--- config.mk ---
export PLATFORM = sky130hd
export DESIGN_NAME = sample_accumulator_flat
export DESIGN_NICKNAME = d
export VERILOG_FILES = /design/src/rtl/sample_accumulator_if.sv /design/src/rtl/sample_accumulator.sv /design/src/flat_wrapper.sv
export SDC_FILE = /design/constraint.sdc
export NUM_CORES = 1
export LEC_CHECK = 0
export ABC_AREA = 1
export CAP_MARGIN = 20
export CORE_MARGIN = 2
export CORE_UTILIZATION = 57
export CTS_CLUSTER_SIZE = 40
export DETAILED_ROUTE_END_ITERATION = 8
export DONT_BUFFER_PORTS = 1
export PLACE_DENSITY = 0.73
export SLEW_MARGIN = 20
export SYNTH_ARGS = -nofsm -noshare
export SYNTH_HDL_FRONTEND = slang
export SYNTH_SLANG_ARGS = --single-unit
--- constraint.sdc ---
create_clock -name clk -period 7.3 [get_ports clk]
set_input_delay 2.19 -clock clk [delete_from_list [all_inputs] [get_ports clk]]
set_output_delay 2.19 -clock clk [all_outputs]
set_load 0.05 [all_outputs]
--- src/rtl/sample_accumulator_if.sv ---
// Sample-in / result-out handshake bundle for sample_accumulator.
// The master side feeds samples and drains results; the slave side is the accumulator.
interface sample_accumulator_if #(
  parameter int BIT_WIDTH = 16,
  parameter int CNT_W     = 3
);
  logic [BIT_WIDTH-1:0] data_in;
  logic                 data_valid;
  logic                 data_ready;
  logic                 result_ready;
  logic                 result_valid;
  logic [BIT_WIDTH-1:0] sum_out;
  logic                 overflow_flag;
  logic [CNT_W-1:0]     sample_count;

  modport master (
    output data_in, data_valid, result_ready,
    input  data_ready, result_valid, sum_out, overflow_flag, sample_count
  );

  modport slave (
    input  data_in, data_valid, result_ready,
    output data_ready, result_valid, sum_out, overflow_flag, sample_count
  );
endinterface

--- src/rtl/sample_accumulator.sv ---
// Batch accumulator around a ripple-carry adder: NUM_SAMPLES samples (one per 2 clocks max)
// are summed modulo 2^BIT_WIDTH with a sticky carry flag; the result is held until result_ready.
module adder_nbit #(
  parameter int BIT_WIDTH = 16
) (
  input  logic [BIT_WIDTH-1:0] a,
  input  logic [BIT_WIDTH-1:0] b,
  input  logic                 carry_in,
  output logic [BIT_WIDTH-1:0] sum,
  output logic                 overflow
);
  always_comb begin : ripple
    logic c;
    c   = carry_in;
    sum = '0;
    for (int i = 0; i < BIT_WIDTH; i++) begin
      sum[i] = a[i] ^ b[i] ^ c;
      c      = (a[i] & b[i]) | (c & (a[i] ^ b[i]));
    end
    overflow = c;
  end
endmodule

module sample_accumulator #(
  parameter int BIT_WIDTH   = 16,
  parameter int NUM_SAMPLES = 4,
  parameter int CNT_W       = $clog2(NUM_SAMPLES + 1)
) (
  input  logic                clk,
  input  logic                n_rst,
  input  logic                clear,
  sample_accumulator_if.slave bus
);
  typedef enum logic [1:0] {S_IDLE, S_ADD, S_DONE} state_t;

  state_t               state_q, state_d;
  logic [BIT_WIDTH-1:0] acc_q, acc_d;
  logic [BIT_WIDTH-1:0] operand_q, operand_d;
  logic [CNT_W-1:0]     count_q, count_d;
  logic                 ovf_q, ovf_d;
  logic                 data_ready_q, result_valid_q;

  logic [BIT_WIDTH-1:0] add_sum;
  logic                 add_ovf;
  logic [CNT_W-1:0]     count_inc;

  adder_nbit #(.BIT_WIDTH(BIT_WIDTH)) u_adder (
    .a        (acc_q),
    .b        (operand_q),
    .carry_in (1'b0),
    .sum      (add_sum),
    .overflow (add_ovf)
  );

  always_comb begin
    state_d   = state_q;
    acc_d     = acc_q;
    operand_d = operand_q;
    count_d   = count_q;
    ovf_d     = ovf_q;
    count_inc = count_q + CNT_W'(1);
    // clear wins over every state, including a pending result handshake
    if (clear) begin
      state_d   = S_IDLE;
      acc_d     = '0;
      operand_d = '0;
      count_d   = '0;
      ovf_d     = 1'b0;
    end else begin
      case (state_q)
        S_IDLE: begin
          if (bus.data_valid) begin
            operand_d = bus.data_in;
            state_d   = S_ADD;
          end
        end
        S_ADD: begin
          acc_d   = add_sum;
          ovf_d   = ovf_q | add_ovf;
          count_d = count_inc;
          state_d = (count_inc == CNT_W'(NUM_SAMPLES)) ? S_DONE : S_IDLE;
        end
        S_DONE: begin
          if (bus.result_ready) begin
            acc_d   = '0;
            count_d = '0;
            ovf_d   = 1'b0;
            state_d = S_IDLE;
          end
        end
        default: state_d = S_IDLE;
      endcase
    end
  end

  // Handshake outputs are decoded from the next state so they leave a flop
  always_ff @(posedge clk or negedge n_rst) begin
    if (!n_rst) begin
      state_q        <= S_IDLE;
      acc_q          <= '0;
      operand_q      <= '0;
      count_q        <= '0;
      ovf_q          <= 1'b0;
      data_ready_q   <= 1'b1;
      result_valid_q <= 1'b0;
    end else begin
      state_q        <= state_d;
      acc_q          <= acc_d;
      operand_q      <= operand_d;
      count_q        <= count_d;
      ovf_q          <= ovf_d;
      data_ready_q   <= (state_d == S_IDLE);
      result_valid_q <= (state_d == S_DONE);
    end
  end

  assign bus.data_ready    = data_ready_q;
  assign bus.result_valid  = result_valid_q;
  assign bus.sum_out       = acc_q;
  assign bus.overflow_flag = ovf_q;
  assign bus.sample_count  = count_q;
endmodule

--- src/flat_wrapper.sv ---
// flat-port wrapper written by rule: the top's interface ports become plain ports
module sample_accumulator_flat 
#(
  parameter int BIT_WIDTH   = 16,
  parameter int NUM_SAMPLES = 4,
  parameter int CNT_W       = $clog2(NUM_SAMPLES + 1)
)
  (clk, n_rst, clear, bus_data_in, bus_data_valid, bus_result_ready, bus_data_ready, bus_result_valid, bus_sum_out, bus_overflow_flag, bus_sample_count);
  sample_accumulator_if #(.BIT_WIDTH(BIT_WIDTH), .CNT_W(CNT_W)) bus_i ();
  input  logic clk;
  input  logic n_rst;
  input  logic clear;
  input wire logic [$bits(bus_i.data_in)-1:0] bus_data_in;
  input wire logic [$bits(bus_i.data_valid)-1:0] bus_data_valid;
  input wire logic [$bits(bus_i.result_ready)-1:0] bus_result_ready;
  output wire logic [$bits(bus_i.data_ready)-1:0] bus_data_ready;
  output wire logic [$bits(bus_i.result_valid)-1:0] bus_result_valid;
  output wire logic [$bits(bus_i.sum_out)-1:0] bus_sum_out;
  output wire logic [$bits(bus_i.overflow_flag)-1:0] bus_overflow_flag;
  output wire logic [$bits(bus_i.sample_count)-1:0] bus_sample_count;
  assign bus_i.data_in = bus_data_in;
  assign bus_i.data_valid = bus_data_valid;
  assign bus_i.result_ready = bus_result_ready;
  assign bus_data_ready = bus_i.data_ready;
  assign bus_result_valid = bus_i.result_valid;
  assign bus_sum_out = bus_i.sum_out;
  assign bus_overflow_flag = bus_i.overflow_flag;
  assign bus_sample_count = bus_i.sample_count;
  sample_accumulator #(.BIT_WIDTH(BIT_WIDTH), .NUM_SAMPLES(NUM_SAMPLES), .CNT_W(CNT_W)) u_core (.clk(clk), .n_rst(n_rst), .clear(clear), .bus(bus_i));
endmodule
==> out/results.tsv <==
metric	value	unit
outcome	finished clean	
nets	278	
place_congestion	0.758	
utilization	62.2	%
reg2reg_depth	22	
drtPass1Iterations	4	
overflow	0	
finalSetupTns	0	ns
postCtsHoldBufs	0	
worstMarginPinSlew	0.597	ns
cts_setup_buffers	0	
drive_gt1_share	12.9	%
die_x	65.9	um
start_kind	flip-flop	
vias_per_cell	4.82	
clock_skew	0.00697	ns
fillers	320	
max_freq	145	MHz
whs_path_depth	2	
cts_buffer_depth	2	
drv_slew	0	
wl_per_cell	13.4	um
hp-class	flip-flop to flip-flop	
first_iter_violations	53	
slew_headroom	60.0	%
synth_cells	236	
port_buffers	0	
ys_seq_elements	40	
dp_hpwl	2620	um
max_cap_violations	0	
dp.cells	280	
ant_nets	0	
min_period_over_period	94.4	%
yosysWarnings	0	
p_per_area	190	nW/um^2
initial_core_util	59.7	%
hold_viol	0	
ir_worst_vdd	0.000108	V
period_needed	6.89	ns
cts-root-buf	clkbuf_8	
crit_fanout	2	
synth_flop_cell	dfrtp_1	
grt_pass1_wl	6440	um
fin_cells	288	
antenna_found_initial	0	
layout_common_cells	nand2_1, inv_1, dfrtp_1, fa_1, nand3_2	
grt_pass1_vias	1353	
synth_edf_count	0	
syn_to_final_growth	4.24	%
pin_count	43	
ctsResizeCount	0	
drc	0	
async_flop_share	100	%
holdWs	0.470	ns
syn-num-nets	275	
synth.distinct_cells	18	
grt_max_degree	41	
mostFrequentLayoutCell	nand2_1	
die_area	4350	sq um
die_h	65.9	um
cp.required	7.48	ns
insertion_delay	0.29	ns
synth.avg_cell_area	9.26	sq um
finalSetupViolCount	0	
num_vias	1387	
htreeDepth	2	
wirelength	3850	um
cts_sinks	40	
cp_data_arrival_time	7.07	ns
setup_slack	0.411	ns
multi_input_area	928	sq um
regArea	1000	sq um
rows	22	
dp_worst_setup_slack	0.373	ns
crit_path_end_kind	flip-flop	
power_leakage	1.22	nW
syn_area	2190	sq um
coreArea	3660	sq um
cts_buffers	5	
grt.total_usage	20.1	%
cts_tree	done	
n_antenna_cell	0	
ys_seq_area_share	45.9	%
grt_setup_unrepaired	false	
clk_pin_slew	0.08	ns
critPathKind	flip-flop to flip-flop	
-- metal layers --
layer	up-vias	routed length, um	track usage [%]
met5	-	0	0
met4	0	69	7.81
met3	8	209	5.79
met2	32	1860	31.1
met1	657	1710	27.0
li1	690	-	-
-- area by class of cell --
cell class              count  share of cell area [%]
multi-input cells         140                    40.7
flip-flops and latches     40                    44.0
clock buffers               7                    3.35
clock inverters             1                   0.220
inverters                  49                    8.07
well taps                  48                    2.64
repair buffers              3                   0.988
-- synthesized netlist by cell type, types with 2 or more instances --
| cell type | count | share of area [%] |
|---|---|---|
| dfrtp_1 | 39 | 45 |
| nand2_1 | 90 | 15 |
| nand2_2 | 3 | 0.86 |
| nor2_1 | 2 | 0.34 |
| fa_1 | 15 | 14 |
| nand3_2 | 11 | 5.0 |
| buf_4 | 2 | 0.69 |
| inv_1 | 48 | 8.2 |
| ha_1 | 3 | 1.7 |
| buf_6 | 5 | 2.6 |
| nor2_4 | 3 | 1.5 |
| nand3_1 | 9 | 2.1 |
-- cells by family (layout without fill, tap and decap cells) --
group	Yosys count	count (layout)	share of synthesized area (%)
and+or+nand+nor	120	120	25.9
buffers and inverters	56	60	11.7
AOI/OAI and AO/OA	2	2	1.15
DFF	40	40	45.9
adders and majority gates	18	18	15.5
-- critical path, stage by stage, from the launching register on --
cell,delay [ns]
dfrtp_1,0.36
ha_1,0.15
inv_1,0.05
fa_1,0.41
fa_1,0.42
fa_1,0.45
fa_1,0.44
fa_1,0.43
fa_1,0.42
fa_1,0.43
fa_1,0.42
fa_1,0.43
fa_1,0.43
fa_1,0.43
inv_1,0.09
fa_1,0.16
inv_1,0.05
fa_1,0.37
inv_1,0.08
fa_1,0.21
fa_1,0.43
nand2_1,0.08
nand2_1,0.05
-- flip-flops by register name, summed over array words and instances (netlist names) --
| register | cells |
|---|---|
| u_core.bus.sum_out | 16 |
| u_core.operand_q | 16 |
| u_core.bus.sample_count | 3 |
| u_core.state_q | 2 |
| u_core.bus.data_ready | 1 |
| u_core.bus.overflow_flag | 1 |
| u_core.bus.result_valid | 1 |
-- final timing paths --
kind                       slack, ns            startpoint                         end
min in group asynchronous       1.59                 n_rst  u_core.bus.sample_count[2]
hold reg to reg                 0.47  u_core.operand_q[11]        u_core.operand_q[11]
setup / recovery                0.41   u_core.operand_q[0]      u_core.bus.sum_out[15]
setup reg to reg                0.41   u_core.operand_q[0]      u_core.bus.sum_out[15]
hold / removal                  0.47  u_core.operand_q[11]        u_core.operand_q[11]
max in group asynchronous       5.53                 n_rst       u_core.bus.data_ready
-- through the flow --
stage / power [mW] / instance area (sq um)
finish: 0.433 / 2280
global route: 0.453 / 2280
CTS: 0.439 / 2280
detailed placement: 0.299 / 2200
global placement: 0.297 / 2200
floorplan: 0.292 / 2190
-- power by group --
| group | switching, mW | total [mW] | internal (mW) |
|---|---|---|---|
| Clock | 0.0725 | 0.140 | 0.0670 |
| Combinational | 0.0273 | 0.0401 | 0.0129 |
| Sequential | 0.0218 | 0.253 | 0.231 |
| Total | 0.122 | 0.433 | 0.311 |
Power figures use the tool's default switching activity.
